`config.mk`:
```
export PLATFORM = sky130hd
export DESIGN_NAME = mul_arb_flat
export DESIGN_NICKNAME = d
export VERILOG_FILES = /design/src/rtl/mul_arb_if.sv /design/src/rtl/mul_arb.sv /design/src/flat_wrapper.sv
export SDC_FILE = /design/constraint.sdc
export NUM_CORES = 1
export LEC_CHECK = 0
export ABC_AREA = 0
export CAP_MARGIN = 20
export CORE_AREA = 2 2 257 259
export DETAILED_ROUTE_END_ITERATION = 10
export DIE_AREA = 0 0 259 261
export PLACE_DENSITY_LB_ADDON = 0.25
export SETUP_SLACK_MARGIN = 0.2
export SYNTH_ARGS = -nofsm -noshare
export SYNTH_HDL_FRONTEND = slang
export SYNTH_SLANG_ARGS = --single-unit
```
`constraint.sdc`:
```
create_clock -name clk -period 1.82 [get_ports clk]
set_input_delay 0.182 -clock clk [delete_from_list [all_inputs] [get_ports clk]]
set_output_delay 0.182 -clock clk [all_outputs]
set_load 0.02 [all_outputs]
```
`src/rtl/mul_arb_if.sv`:
```
// Bundle of requester, response and multiplier-side signals for mul_arb.
// The slave modport is the arbiter's view. The master modport is the
// environment's view: both requesters plus the multiplier instance.
interface mul_arb_if #(
  parameter int XLEN = 64
);
  logic              Req0Valid;
  logic              Req0Ready;
  logic [XLEN-1:0]   Req0A;
  logic [XLEN-1:0]   Req0B;
  logic [2:0]        Req0Funct3;
  logic              Req0Flush;
  logic              Req1Valid;
  logic              Req1Ready;
  logic [XLEN-1:0]   Req1A;
  logic [XLEN-1:0]   Req1B;
  logic [2:0]        Req1Funct3;
  logic [XLEN-1:0]   MulSrcA;
  logic [XLEN-1:0]   MulSrcB;
  logic [2:0]        MulFunct3;
  logic              MulStall;
  logic [2*XLEN-1:0] MulProd;
  logic              Rsp0Valid;
  logic              Rsp1Valid;
  logic              Rsp0Ready;
  logic              Rsp1Ready;
  logic [2*XLEN-1:0] RspProd;

  modport slave (
    input  Req0Valid, Req0A, Req0B, Req0Funct3, Req0Flush,
    input  Req1Valid, Req1A, Req1B, Req1Funct3,
    input  MulProd, Rsp0Ready, Rsp1Ready,
    output Req0Ready, Req1Ready,
    output MulSrcA, MulSrcB, MulFunct3, MulStall,
    output Rsp0Valid, Rsp1Valid, RspProd
  );

  modport master (
    output Req0Valid, Req0A, Req0B, Req0Funct3, Req0Flush,
    output Req1Valid, Req1A, Req1B, Req1Funct3,
    output MulProd, Rsp0Ready, Rsp1Ready,
    input  Req0Ready, Req1Ready,
    input  MulSrcA, MulSrcB, MulFunct3, MulStall,
    input  Rsp0Valid, Rsp1Valid, RspProd
  );
endinterface

```
`src/rtl/mul_arb.sv`:
```
// Round-robin arbiter sharing one pipelined multiplier between two requesters.
// The multiplier carries no valid bits. A shadow valid/owner pipeline of LAT
// stages tracks which requester owns each in-flight product. The result stage
// stalls the multiplier until its owner accepts the product.
// ReqNReady depends combinationally on RspNReady, but only through MulStall.
module mul_arb #(
  parameter int XLEN = 64,
  parameter int LAT  = 2
) (
  input logic       clk,
  input logic       reset,
  mul_arb_if.slave  bus
);

  logic [LAT-1:0]  v_q, v_d;
  logic [LAT-1:0]  o_q, o_d;
  logic            last_q, last_d;
  logic            stall;
  logic            req0_eff;
  logic            grant_any;
  logic            grant_own;
  logic [XLEN-1:0] src_a;
  logic [XLEN-1:0] src_b;
  logic [2:0]      src_f3;

  // Result stage holds the pipeline while its owner is not ready.
  always_comb begin
    stall = v_q[LAT-1] & ~(o_q[LAT-1] ? bus.Rsp1Ready : bus.Rsp0Ready);
  end

  // Round-robin grant. A flushed requester-0 offer never competes.
  always_comb begin
    req0_eff  = bus.Req0Valid & ~bus.Req0Flush;
    grant_any = ~stall & (req0_eff | bus.Req1Valid);
    if (req0_eff & bus.Req1Valid) grant_own = ~last_q;
    else                          grant_own = bus.Req1Valid;
  end

  // Operand steering: zeros when nothing is granted.
  always_comb begin
    src_a  = '0;
    src_b  = '0;
    src_f3 = '0;
    if (grant_any) begin
      src_a  = grant_own ? bus.Req1A      : bus.Req0A;
      src_b  = grant_own ? bus.Req1B      : bus.Req0B;
      src_f3 = grant_own ? bus.Req1Funct3 : bus.Req0Funct3;
    end
  end

  // Shadow pipeline next state: shift when unstalled, then flush owner-0 entries.
  always_comb begin
    v_d    = v_q;
    o_d    = o_q;
    last_d = grant_any ? grant_own : last_q;
    if (!stall) begin
      for (int i = LAT - 1; i > 0; i--) begin
        v_d[i] = v_q[i-1];
        o_d[i] = o_q[i-1];
      end
      v_d[0] = grant_any;
      o_d[0] = grant_own;
    end
    if (bus.Req0Flush) v_d = v_d & o_d;
  end

  // Validity and last-grant pointer; the pointer favours requester 0 after reset.
  always_ff @(posedge clk) begin
    if (reset) begin
      v_q    <= '0;
      last_q <= 1'b1;
    end else begin
      v_q    <= v_d;
      last_q <= last_d;
    end
  end

  // Owner tags are only meaningful where the matching valid bit is set.
  always_ff @(posedge clk) begin
    o_q <= o_d;
  end

  assign bus.Req0Ready = grant_any & ~grant_own;
  assign bus.Req1Ready = grant_any &  grant_own;
  assign bus.MulSrcA   = src_a;
  assign bus.MulSrcB   = src_b;
  assign bus.MulFunct3 = src_f3;
  assign bus.MulStall  = stall;
  assign bus.Rsp0Valid = v_q[LAT-1] & ~o_q[LAT-1];
  assign bus.Rsp1Valid = v_q[LAT-1] &  o_q[LAT-1];
  assign bus.RspProd   = bus.MulProd;

endmodule
```
`src/flat_wrapper.sv`:
```
// flat-port wrapper written by rule: the top's interface ports become plain ports
module mul_arb_flat 
#(
  parameter int XLEN = 64,
  parameter int LAT  = 2
)
  (clk, reset, bus_Req0Valid, bus_Req0A, bus_Req0B, bus_Req0Funct3, bus_Req0Flush, bus_Req1Valid, bus_Req1A, bus_Req1B, bus_Req1Funct3, bus_MulProd, bus_Rsp0Ready, bus_Rsp1Ready, bus_Req0Ready, bus_Req1Ready, bus_MulSrcA, bus_MulSrcB, bus_MulFunct3, bus_MulStall, bus_Rsp0Valid, bus_Rsp1Valid, bus_RspProd);
  mul_arb_if #(.XLEN(XLEN)) bus_i ();
  input logic clk;
  input logic reset;
  input wire logic [$bits(bus_i.Req0Valid)-1:0] bus_Req0Valid;
  input wire logic [$bits(bus_i.Req0A)-1:0] bus_Req0A;
  input wire logic [$bits(bus_i.Req0B)-1:0] bus_Req0B;
  input wire logic [$bits(bus_i.Req0Funct3)-1:0] bus_Req0Funct3;
  input wire logic [$bits(bus_i.Req0Flush)-1:0] bus_Req0Flush;
  input wire logic [$bits(bus_i.Req1Valid)-1:0] bus_Req1Valid;
  input wire logic [$bits(bus_i.Req1A)-1:0] bus_Req1A;
  input wire logic [$bits(bus_i.Req1B)-1:0] bus_Req1B;
  input wire logic [$bits(bus_i.Req1Funct3)-1:0] bus_Req1Funct3;
  input wire logic [$bits(bus_i.MulProd)-1:0] bus_MulProd;
  input wire logic [$bits(bus_i.Rsp0Ready)-1:0] bus_Rsp0Ready;
  input wire logic [$bits(bus_i.Rsp1Ready)-1:0] bus_Rsp1Ready;
  output wire logic [$bits(bus_i.Req0Ready)-1:0] bus_Req0Ready;
  output wire logic [$bits(bus_i.Req1Ready)-1:0] bus_Req1Ready;
  output wire logic [$bits(bus_i.MulSrcA)-1:0] bus_MulSrcA;
  output wire logic [$bits(bus_i.MulSrcB)-1:0] bus_MulSrcB;
  output wire logic [$bits(bus_i.MulFunct3)-1:0] bus_MulFunct3;
  output wire logic [$bits(bus_i.MulStall)-1:0] bus_MulStall;
  output wire logic [$bits(bus_i.Rsp0Valid)-1:0] bus_Rsp0Valid;
  output wire logic [$bits(bus_i.Rsp1Valid)-1:0] bus_Rsp1Valid;
  output wire logic [$bits(bus_i.RspProd)-1:0] bus_RspProd;
  assign bus_i.Req0Valid = bus_Req0Valid;
  assign bus_i.Req0A = bus_Req0A;
  assign bus_i.Req0B = bus_Req0B;
  assign bus_i.Req0Funct3 = bus_Req0Funct3;
  assign bus_i.Req0Flush = bus_Req0Flush;
  assign bus_i.Req1Valid = bus_Req1Valid;
  assign bus_i.Req1A = bus_Req1A;
  assign bus_i.Req1B = bus_Req1B;
  assign bus_i.Req1Funct3 = bus_Req1Funct3;
  assign bus_i.MulProd = bus_MulProd;
  assign bus_i.Rsp0Ready = bus_Rsp0Ready;
  assign bus_i.Rsp1Ready = bus_Rsp1Ready;
  assign bus_Req0Ready = bus_i.Req0Ready;
  assign bus_Req1Ready = bus_i.Req1Ready;
  assign bus_MulSrcA = bus_i.MulSrcA;
  assign bus_MulSrcB = bus_i.MulSrcB;
  assign bus_MulFunct3 = bus_i.MulFunct3;
  assign bus_MulStall = bus_i.MulStall;
  assign bus_Rsp0Valid = bus_i.Rsp0Valid;
  assign bus_Rsp1Valid = bus_i.Rsp1Valid;
  assign bus_RspProd = bus_i.RspProd;
  mul_arb #(.XLEN(XLEN), .LAT(LAT)) u_core (.clk(clk), .reset(reset), .bus(bus_i));
endmodule
```
==> metrics, run 1 <==
most frequent cells in the layout=clkdlybuf4s50_1 (263), nand3_1 (190), buf_4 (140), a21oi_2 (108), buf_6 (88); Total GRT Usage=8.32%; Pre-antenna DRT Iters=4; initial drt markers=roughly 260; Worst-Skew Late Latency=roughly 230 ps; root buffer cell=clkbuf_16; clock-pin slew on the worst setup and hold paths=30 ps; DP HPWL=22,700 um; fillers=7,326; worst slew pin tran=354 ps; Final Max Slew Viols=0; Critical Path AT=1700 ps; clk sinks=5; Seq cells post-synth=5; relative slew slack=75.8%; Ports=~660; post-place setup slack=-646 ps; Routed WL=between 30,000 and 40,000 um; share of cells above drive strength 1=50.3%; Gate Count Post-Synth=630; Max-cap violations=0; sequential power share=3.7%; Logic pwr share=86.1%; VDD IR max=0.160 mV; status=complete, but fails checks; Layout area overhead=176%; pin count of the biggest net entering global routing=43; vias in the first global route=approximately 6,400; Nets=1,405; achievable frequency=between 500 and 600 MHz; WL/cell=approximately 17 um; CTS tree=done; Overflow after GRT=0; sequential fraction of the synthesis area=2.60%; Yosys cell types=25; WS Path Type=reg -> out; switching share of total power=41.2%; port buffer count=404; DR DRC count=0; clock skew=approximately 1.9 ps; Total Power=3.57 mW; Final setup violation count=48; syn_nets=1,027; Initial Util=5.92%; part of the power in the clock network=approximately a tenth; routed vias/inst=between 3 and 4; Max Root-Sink Buffers=2; Cell Pwr Density=336 nW/um^2; Synth Cell Area=a little under 4000 sq um; RSZ-0062 raised after global routing=true; slack of the critical path=-62.7 ps; DR vias=6,265; std cell rows=94; WP data required=around 1600 ps; Fin. Hold Viols=0; Synth Warn #=0; total die area=67,600 sq um; fin crit share=103%; minimum clock period=~1900 ps; failing checks=negative setup slack; Sw Pwr=1.47 mW; commonest non-fill, non-tap cell in the layout=clkdlybuf4s50_1; design internal power=between 2 and 2.5 mW; Die Span X=259 um; Die H=261 um; Mean Syn Cell Area=around 6.1 sq um; H-tree levels=1; CORE AREA=65,000 sq um; critical path peak fanout=12; placer congestion estimate=0.806; leakage=3.95 nW; Worst setup EP type=output pin; Post-DRT Antenna Nets=0; Final Hold Slack=~300 ps; HP Class=in -> reg; Num CTS Buffers=3; first-pass GRT wire length=41,500 um; antenna violations before repair=5; CP Launch Type=flop; TNS Setup=-1150 ps
[cell usage after synthesis]
library cell | number | area share, %
nand3_1 | 263 | 34
mux2i_2 | 1 | 0.36
buf_6 | 2 | 0.58
nand2_1 | 2 | 0.20
nor2_1 | 2 | 0.20
inv_1 | 3 | 0.29
o2111ai_1 | 1 | 0.23
buf_4 | 130 | 25
and2_1 | 1 | 0.16
nor2b_1 | 2 | 0.32
o2bb2ai_1 | 1 | 0.23
a21oi_1 | 74 | 9.6
o21ai_0 | 3 | 0.39
a21oi_2 | 60 | 14
a2111oi_0 | 1 | 0.23
clkbuf_1 | 37 | 3.6
nor3_1 | 2 | 0.26
nand3b_2 | 1 | 0.29
buf_2 | 27 | 3.5
nor4b_1 | 1 | 0.23
nand2b_1 | 2 | 0.32
and2_4 | 1 | 0.23
buf_8 | 7 | 2.7
a311oi_1 | 1 | 0.23
dfxtp_1 | 5 | 2.6
[layout make-up]
cell class | instances | area [sq um] | area share, %
repair buffers | 576 | 6170 | 58.0
multi-input cells | 419 | 3190 | 30.0
well taps | 864 | 1080 | 10.2
flip-flops and latches | 5 | 103 | 0.965
clock buffers | 4 | 78.8 | 0.741
inverters | 3 | 11.3 | 0.106
diodes | 2 | 5.00 | 0.0471
[what timing repair did]
action / 4_1_cts / 5_1_grt
endpoints found under the hold margin: 0 / 0
hold buffers: 0 / 0
pin swaps: 6 / 90
setup buffers: 16 / 28
cloned: 9 / 5
resized for setup: 511 / 449
endpoints found under the setup margin: 136 / 136
[layer usage]
metal | routed length [um] | GRT usage [%] | share of wire [%]
met1 | 12500 | 9.70 | 39
met2 | 14400 | 13.4 | 45
met3 | 3310 | 2.57 | 10
met4 | 1870 | 4.83 | 5.8
met5 | 65 | 0.556 | 0.20
[registers in the layout, summed over array words and instances (netlist names)]
name and count:
u_core.last_q 1, u_core.v_q 2, u_core.o_q 2
[worst paths after layout]
kind / startpoint / to / slack [ps] / cells past startpoint
worst max register to register: u_core.o_q[1] / u_core.last_q / 330 / 6
worst min-delay path: bus_Req0Flush / u_core.v_q[1] / 300 / 3
worst min register to register: u_core.v_q[0] / u_core.v_q[0] / 500 / 2
worst max-delay path: u_core.o_q[1] / bus_MulSrcA[43] / -60 / 7
[stage by stage]
step	instances	cell area, sq um	utilization, %
6_report	1873	10600	16.4
5_1_grt	1872	10600	16.3
4_1_cts	1838	9340	14.4
3_5_place_dp	1809	8730	13.4
3_3_place_gp	1809	8730	13.4
2_1_floorplan	630	3850	-
[cell families (layout without fill, tap and decap cells)]
group	count (synthesis)	count (layout)	synth area share, %
other	0	2	0
flip-flops	5	5	2.60
AO/OA/AOI/OAI	141	141	24.6
buffers and inverters	206	583	36.1
AND/OR/NAND/NOR	277	277	36.4
multiplexers	1	1	0.357
[critical path, cell delays in order, from the launching register on]
cell	delay (ps)
dfxtp_2	330
mux2i_2	230
and2_4	230
buf_12	170
buf_12	160
a21oi_2	40
buf_4	150
buf_6	130
[power by group through the flow]
stage               Sequential [mW]  Combinational [mW]  Clock, mW
global route                  0.134                3.26      0.380
global placement              0.132                2.58          0
finish                        0.132                3.08      0.363
floorplan                     0.131                1.40          0
CTS                           0.132                2.67      0.368
detailed placement            0.132                2.55          0
No activity file was read; power rests on OpenSTA's default activity.
==> run 2, diff against run 1 <==
Settings changed: CAP_MARGIN 20 to 0.
==> results of run 2 <==
No change in the layout: final DEF, timing and power equal those of run 1.
